$ cat src/rtl/wr_bus_pkg.sv
// Shared defaults and request payload type for the write-port arbiter family.
package wr_bus_pkg;

  localparam int ADDR_W_DEF = 8;
  localparam int DATA_W_DEF = 8;

  typedef struct packed {
    logic [ADDR_W_DEF-1:0] addr;
    logic [DATA_W_DEF-1:0] data;
  } wr_req_t;

endpackage

$ cat src/rtl/rr_pick.sv
// Combinational round-robin picker: first valid index at or after ptr, wrapping modulo N_REQ.
module rr_pick #(
  parameter  int N_REQ = 4,
  localparam int PTR_W = $clog2(N_REQ)
) (
  input  logic [N_REQ-1:0] valid,
  input  logic [PTR_W-1:0] ptr,
  output logic [N_REQ-1:0] grant,
  output logic [PTR_W-1:0] idx,
  output logic             found
);

  localparam logic [PTR_W:0] N_EXT = (PTR_W+1)'(N_REQ);

  logic [N_REQ-1:0][PTR_W-1:0] cand_idx;
  logic [N_REQ-1:0]            rot_valid;

  // Position gi of the rotated view holds requester (ptr + gi) mod N_REQ.
  genvar gi;
  generate
    for (gi = 0; gi < N_REQ; gi++) begin : g_rot
      logic [PTR_W:0] sum;
      assign sum            = {1'b0, ptr} + (PTR_W+1)'(gi);
      assign cand_idx[gi]   = (sum >= N_EXT) ? PTR_W'(sum - N_EXT) : sum[PTR_W-1:0];
      assign rot_valid[gi]  = valid[cand_idx[gi]];
    end
  endgenerate

  always_comb begin
    idx   = '0;
    found = 1'b0;
    grant = '0;
    for (int k = N_REQ - 1; k >= 0; k--) begin
      if (rot_valid[k]) begin
        idx   = cand_idx[k];
        found = 1'b1;
      end
    end
    if (found) grant[idx] = 1'b1;
  end

endmodule

$ cat src/rtl/wr_bus_arbiter.sv
// Round-robin arbiter sharing one registered write port between N_REQ requesters.
// Define WR_BUS_ARBITER_LOCK_EN to add req_lock burst locking.
module wr_bus_arbiter
  import wr_bus_pkg::*;
#(
  parameter  int N_REQ  = 4,
  parameter  int ADDR_W = ADDR_W_DEF,
  parameter  int DATA_W = DATA_W_DEF,
  localparam int PTR_W  = $clog2(N_REQ)
) (
  input  logic                    clk,
  input  logic                    rst_n,
  input  logic [N_REQ-1:0]        req_valid,
  input  logic [N_REQ*ADDR_W-1:0] req_addr,
  input  logic [N_REQ*DATA_W-1:0] req_data,
`ifdef WR_BUS_ARBITER_LOCK_EN
  input  logic [N_REQ-1:0]        req_lock,
`endif
  output logic [N_REQ-1:0]        req_ready,
  input  logic                    bus_ready,
  output logic [ADDR_W-1:0]       addr,
  output logic [DATA_W-1:0]       data,
  output logic                    wen,
  output logic [PTR_W-1:0]        grant_id
);

  localparam logic [PTR_W:0] N_EXT = (PTR_W+1)'(N_REQ);

  logic [N_REQ-1:0][ADDR_W-1:0] addr_arr;
  logic [N_REQ-1:0][DATA_W-1:0] data_arr;
  assign addr_arr = req_addr;
  assign data_arr = req_data;

  logic [PTR_W-1:0]  ptr_q, ptr_d;
  logic [ADDR_W-1:0] addr_q, addr_d;
  logic [DATA_W-1:0] data_q, data_d;
  logic              wen_q, wen_d;
  logic [PTR_W-1:0]  gid_q, gid_d;

  logic [N_REQ-1:0]  cand_valid;
  logic [N_REQ-1:0]  pick_grant;
  logic [PTR_W-1:0]  pick_idx;
  logic              pick_found;
  logic              slot_free;
  logic              accept;
  logic [PTR_W:0]    ptr_inc_ext;
  logic [PTR_W-1:0]  ptr_after;

`ifdef WR_BUS_ARBITER_LOCK_EN
  logic             lock_q, lock_d;
  logic [PTR_W-1:0] owner_q, owner_d;
  logic [N_REQ-1:0] owner_mask;

  // While locked only the owner may compete, even if it is momentarily idle.
  always_comb begin
    owner_mask          = '0;
    owner_mask[owner_q] = 1'b1;
    cand_valid          = lock_q ? (req_valid & owner_mask) : req_valid;
  end
`else
  assign cand_valid = req_valid;
`endif

  rr_pick #(.N_REQ(N_REQ)) u_pick (
    .valid (cand_valid),
    .ptr   (ptr_q),
    .grant (pick_grant),
    .idx   (pick_idx),
    .found (pick_found)
  );

  assign slot_free   = ~wen_q | bus_ready;
  assign accept      = pick_found & slot_free;
  assign req_ready   = accept ? pick_grant : '0;
  assign ptr_inc_ext = {1'b0, pick_idx} + (PTR_W+1)'(1);
  assign ptr_after   = (ptr_inc_ext == N_EXT) ? '0 : ptr_inc_ext[PTR_W-1:0];

  always_comb begin
    ptr_d  = ptr_q;
    addr_d = addr_q;
    data_d = data_q;
    wen_d  = wen_q;
    gid_d  = gid_q;
`ifdef WR_BUS_ARBITER_LOCK_EN
    lock_d  = lock_q;
    owner_d = owner_q;
`endif
    if (accept) begin
      addr_d = addr_arr[pick_idx];
      data_d = data_arr[pick_idx];
      wen_d  = 1'b1;
      gid_d  = pick_idx;
`ifdef WR_BUS_ARBITER_LOCK_EN
      // Pointer only moves on the unlocked (final) beat of a burst.
      if (req_lock[pick_idx]) begin
        lock_d  = 1'b1;
        owner_d = pick_idx;
      end else begin
        lock_d = 1'b0;
        ptr_d  = ptr_after;
      end
`else
      ptr_d = ptr_after;
`endif
    end else if (bus_ready) begin
      wen_d = 1'b0;
    end
  end

  always_ff @(posedge clk or negedge rst_n) begin
    if (!rst_n) begin
      ptr_q  <= '0;
      addr_q <= '0;
      data_q <= '0;
      wen_q  <= 1'b0;
      gid_q  <= '0;
    end else begin
      ptr_q  <= ptr_d;
      addr_q <= addr_d;
      data_q <= data_d;
      wen_q  <= wen_d;
      gid_q  <= gid_d;
    end
  end

`ifdef WR_BUS_ARBITER_LOCK_EN
  always_ff @(posedge clk or negedge rst_n) begin
    if (!rst_n) begin
      lock_q  <= 1'b0;
      owner_q <= '0;
    end else begin
      lock_q  <= lock_d;
      owner_q <= owner_d;
    end
  end
`endif

  assign addr     = addr_q;
  assign data     = data_q;
  assign wen      = wen_q;
  assign grant_id = gid_q;

endmodule

$ cat config.mk
export PLATFORM = sky130hd
export DESIGN_NAME = wr_bus_arbiter
export DESIGN_NICKNAME = d
export VERILOG_FILES = /design/src/rtl/wr_bus_pkg.sv /design/src/rtl/rr_pick.sv /design/src/rtl/wr_bus_arbiter.sv
export SDC_FILE = /design/constraint.sdc
export NUM_CORES = 1
export LEC_CHECK = 0
export ABC_AREA = 1
export BUFFER_PORTS_ARGS = -buffer_cell sky130_fd_sc_hd__buf_2
export CORE_MARGIN = 5
export CORE_UTILIZATION = 48
export CTS_BUF_LIST = sky130_fd_sc_hd__clkbuf_4
export DETAILED_ROUTE_END_ITERATION = 7
export GPL_ROUTABILITY_DRIVEN = 0
export PLACE_DENSITY = 0.88
export SETUP_SLACK_MARGIN = 0.05
export SKIP_LAST_GASP = 1
export SYNTH_ARGS = -nofsm -noshare
export SYNTH_HDL_FRONTEND = slang
export SYNTH_HIERARCHICAL = 1
export SYNTH_SLANG_ARGS = --single-unit
$ cat constraint.sdc
create_clock -name clk -period 4.5 [get_ports clk]
set_input_delay 1.125 -clock clk [delete_from_list [all_inputs] [get_ports clk]]
set_output_delay 1.125 -clock clk [all_outputs]
set_load 0.03 [all_outputs]
# --- Yosys cells after proc, flatten, opt, wreduce, memory -nomap -nowiden ---
# Index checks and enable logic that the tools add are counted.
word_totals:
  register_bits: 21
  latchBits: 0
  ram_bits: 0
  romBits: 0
  inputBits: 71
  elab_cells: 60
  mem_count: 0
op_classes:
  n_addsub: 8
  n_mul: 0
  div_mod_pow: 0
  magnitude_cmp: 10
  n_eq_ne: 1
  shift: 0
  mux: 31
  bitwise_logic: 3
  reduce_logical: 2
op_table:
  columns: ["cell", "count"]
  rows:
  - ["$bmux 8 s2", 2]
  - ["$mux 2", 9]
  - ["$mux 8", 2]
  - ["$lt 2x3->1 const B", 5]
  - ["$mux 1", 11]
  - ["$ge 3x3->1 const B", 3]
  - ["$bmux 1 s2", 4]
  - ["$mux 4", 2]
  - ["$sub 2x1->2 const B", 4]
  - ["$add 2x1->3 const B", 2]
  - ["$add 2x2->3 const B", 2]
  - ["$eq 3x3->1 const B", 1]
  - ["$ge 2x3->1 const B", 1]
  - ["$demux 1 s2", 1]
  - ["$ge 2x1->1 const B", 1]
  - ["$reduce_bool 2->1", 1]
  - ["$and 1x1->1", 1]
  - ["$logic_and 1x1->1", 1]
  - ["$not 1->1", 1]
  - ["$or 1x1->1", 1]

# --- Logic depth before layout (Yosys ltp) ---
depth:
  depth_word: 15
  mapped_depth: 17

# --- Hierarchy ---
# The synthesis kept the hierarchy.
modules_own_cells:
  columns: ["mod", "instances", "cells_each", "area_each_um2"]
  rows:
  - ["wr_bus_arbiter", 1, 283, 1637.8]
  - ["rr_pick", 1, 55, 241.5]

# --- Least setup slack after synthesis ---
# No wires, ideal clock.
synth_timing:
  kind: "input port to output port"
  start: "input req_valid[0]"
  end: "output req_ready[1]"
  arrival_ns: 2.230
  required_time_ns: 3.375
  path_slack_ns: 1.145
  path_stages: 12
  path_buffers: 0
  path_cell_list: "inv_1 -> o21ai_1 -> nand2_1 -> nand2_1 -> inv_1 -> nand2_1 -> nand2_1 -> nand2_2 -> nand2_1 -> inv_1 -> inv_1 -> nor2_1"
synth_between:
  elab_chain_cells: 12
  word_cells_on_any_way: 24
  cone_classes: "order compare: 2; mux: 20; bitwise: 1; reduce/logical: 1"
synth_rtl:
  columns: ["item", "line_no", "source"]
  rows:
  - ["from (decl)", "wr_bus_arbiter.sv:13", "input logic [N_REQ-1:0] req_valid,"]
  - ["$bmux 1 s2", "rr_pick.sv:25", "assign rot_valid[gi] = valid[cand_idx[gi]];"]
  - ["$mux 1 (not written as such)", "rr_pick.sv:25", null]
  - ["$mux 2 (3 in series)", "rr_pick.sv:34", "if (rot_valid[k]) begin"]
  - ["$mux 2 *", "rr_pick.sv:34", null]
  - ["named net pick_idx[0]", "wr_bus_arbiter.sv:42", "logic [PTR_W-1:0] pick_idx;"]
  - ["$lt 2x3->1 (not written as such) / $ge 2x1->1 (equally long branches)", "rr_pick.sv:39", "if (found) grant[idx] = 1'b1;"]
  - ["$logic_and 1x1->1 (not written as such)", "rr_pick.sv:39", null]
  - ["$mux 1 (not written as such)", "rr_pick.sv:39", null]
  - ["$demux 1 s2 *", null, null]
  - ["$mux 4 *", "rr_pick.sv:39", null]
  - ["named net pick_grant[1]", "wr_bus_arbiter.sv:41", "logic [N_REQ-1:0] pick_grant;"]
  - ["$mux 4 *", "wr_bus_arbiter.sv:74", "assign req_ready = accept ? pick_grant : '0;"]
  - ["to (decl)", "wr_bus_arbiter.sv:19", "output logic [N_REQ-1:0] req_ready,"]
# Mark *: on every way through the listed nets, which the timed path passes. The rest lies on a longest branch. The select of a mux whose other input is x is not followed.

# --- Worst setup path in the final report ---
layout_timing:
  start: "input req_valid[1]"
  end: "output req_ready[0]"
layout_between:
  elab_chain_cells: 12
  word_cells_on_any_way: 24
  cone_classes: "order compare: 2; mux: 20; bitwise: 1; reduce/logical: 1"
layout_rtl:
  columns: ["item", "line_no"]
  rows:
  - ["$bmux 1 s2", "rr_pick.sv:25"]
  - ["$mux 1 (not written as such)", "rr_pick.sv:25"]
  - ["$mux 2 (4 in series)", "rr_pick.sv:34"]
  - ["$lt 2x3->1 (not written as such) / $ge 2x1->1 (equally long branches)", "rr_pick.sv:39"]
  - ["$logic_and 1x1->1 (not written as such)", "rr_pick.sv:39"]
  - ["$mux 1 (not written as such)", "rr_pick.sv:39"]
  - ["$demux 1 s2", null]
  - ["$mux 4 *", "rr_pick.sv:39"]
  - ["named net pick_grant[0]", "wr_bus_arbiter.sv:41"]
  - ["$mux 4 *", "wr_bus_arbiter.sv:74"]
# Marks and branches as above.

==> impl_metrics.tcl <==
set metrics [dict create \
    cts_hold_buf 0 \
    grt_pass1_vias 1968 \
    max_cap_violations 0 \
    outcome "finished, final reports clean" \
    start_util_pct 50.6 \
    grt_pass1_wl_um 8020 \
    fp.dieW_um 72.6 \
    wire_per_inst_um 10.5 \
    min-delay-path-class "flop to flop" \
    antenna_found_initial 0 \
    postCtsSetupRepairBufs 0 \
    clkSinkCount 21 \
    fill_cells 388 \
    period_needed_ps 3410 \
    diodes 0 \
    grt_overflow 0 \
    fin_crit_sh_pct 75.8 \
    fmax_mhz 293 \
    start_kind "input pin" \
    finalSetupViolCount 0 \
    tritoncts "yes" \
    routed_wl_um 4930 \
    regToRegSetupSlack_ps 2150 \
    dp_hpwl_um 3890 \
    clk_path_buf_depth 2 \
    critical_path_class "input pin to output pin" \
    rsz0062_at_grt "false" \
    worst_pin_slew_ps 461 \
    first_iter_violations 107 \
    ys.warnings.count 6 \
    synthToLayoutAreaGrowth_pct 23.8 \
    synth.distinct_cells 17 \
    die_h_um 72.6 \
    setup_tns_ps 0 \
    grt_use_total_pct 18.5 \
    coreArea_um2 3720 \
    synth_area_um2 1880 \
    yosysSeqAreaShare_pct 28.0 \
    first_pass_iters 4 \
    die_area_um2 5270 \
    synth_area_leaders "nand2_1 32%, dfrtp_1 28%, inv_1 16%" \
    relSlewSlack_pct 69.3 \
    post_cts_resized 0 \
    synth-seq-cells 21 \
    ant_nets 0 \
    finalHoldViolations 0 \
    nNetsFinal 496 \
    fin_skew_ps 8.09 \
    io_buffer_count 93 \
    multi_input_area_um2 921 \
    yosysTopAreaCell "nand2_1" \
    cts_made_buffers 3 \
    syn-num-nets 410 \
    total_power_mw 2.03 \
    worstPathArrival_ps 2280 \
    drive_gt1_share_pct 25.3 \
    io_pins 94 \
    ir_worst_vdd_mv 0.455 \
    syn-instance-count 338 \
    clk_latency_ps 290 \
    drc 0 \
    p_per_area_nw_per_um2 874 \
    maxSlewViolCount 0 \
    row_count 22 \
    seqCellArea_um2 526 \
    grt_max_degree 35 \
    worstPathRequired_ps 3380 \
    yosysTopAreaCellShare_pct 32.0 \
    clockRootBuffer "clkbuf_4" \
    critPathMaxFanout 3 \
    htree_levels 1 \
    path_clk_slew_ps 100 \
    power_leakage_nw 1.64 \
    syn_area_per_cell_um2 5.56 \
    critPathCaptureType "output pin" \
    viasPerCell 4.59 \
    vias 2164 \
]
[worst paths after layout]
kind	endpoint	cells past startpoint	from
hold / removal	addr[3]	2	addr[3]
min in group asynchronous	grant_id[1]	1	rst_n
setup / recovery	req_ready[0]	12	req_valid[1]
setup reg to reg	addr[2]	15	ptr_q[0]
hold reg to reg	addr[3]	2	addr[3]
max in group asynchronous	data[2]	1	rst_n
[logic make-up (layout without fill, tap and decap cells)]
group           count (synthesis)  in the layout  synth area share [%]
simple gates                  213            213                  45.7
buf+inv                        95            180                  23.0
flops                          21             21                  28.0
compound gates                  8              8                  2.60
fa+ha+maj                       1              1                 0.666
[synth_stat cells, drive strengths merged]
master and instances:
nand3 40, a21boi 1, o21a 1, nand2 164, inv 81, a21oi 1, dfrtp 21, buf 14
o21ai 5, ha 1, nor2 9
[per-stage QoR]
| step | utilization (%) | cell area, um2 | hold WS (ps) | setup slack [ps] | instances |
|---|---|---|---|---|---|
| 2_1_floorplan | - | 1880 | 513 | 1140 | 338 |
| 3_3_place_gp | 61.8 | 2300 | 461 | 1120 | 467 |
| 3_5_place_dp | 61.8 | 2300 | 467 | 1080 | 467 |
| 4_1_cts | 62.6 | 2330 | 495 | 1070 | 471 |
| 5_1_grt | 62.6 | 2330 | 511 | 852 | 471 |
| 6_report | 62.6 | 2330 | 490 | 1090 | 471 |
[layout by cell type, fill, tap and decap left out, types with 2 or more instances in the layout]
cell / instances
buf_2: 93
buf_4: 2
clkbuf_4: 4
dfrtp_1: 21
inv_1: 78
inv_4: 2
nand2_1: 160
nand2_2: 4
nand3_1: 40
nor2_1: 9
o21ai_1: 4
[worst max-delay path, stage by stage]
cell and delay [ps]:
buf_2 90, inv_1 40, o21ai_1 160, nand2_1 100
nand3_1 110, nand2_1 50, nand2_1 100, nand3_1 90
nor2_1 90, inv_1 40, nor2_1 80, buf_2 210
[flip-flops by register name, indices dropped and copies added, names as in the netlist]
| signal | flops |
|---|---|
| addr | 8 |
| grant_id | 2 |
| wen | 1 |
| ptr_q | 2 |
| data | 8 |
[where the power goes]
group / internal, mW / switching (mW)
clock: 0.0405 / 0.0525
sequential: 0.292 / 0.0733
combinational: 0.495 / 1.08
total: 0.827 / 1.21
[metal layers]
layer / wire length, um / up-vias / share of wire (%) / global-route usage [%]
li1: - / 1145 / - / -
met4: 34 / 0 / 0.69 / 3.07
met5: 0 / - / 0 / 0
met1: 2000 / 940 / 41 / 22.1
met3: 424 / 4 / 8.6 / 4.82
met2: 2470 / 75 / 50 / 33.8
[layout make-up]
| cell class | count | share of cell area, % |
|---|---|---|
| timing repair buffer | 95 | 20.7 |
| inverter | 81 | 13.3 |
| clock buffer | 4 | 1.29 |
| multi-input combinational | 222 | 39.6 |
| tap | 48 | 2.58 |
| sequential | 21 | 22.6 |
Note: power is estimated with default switching activity, not from simulation.
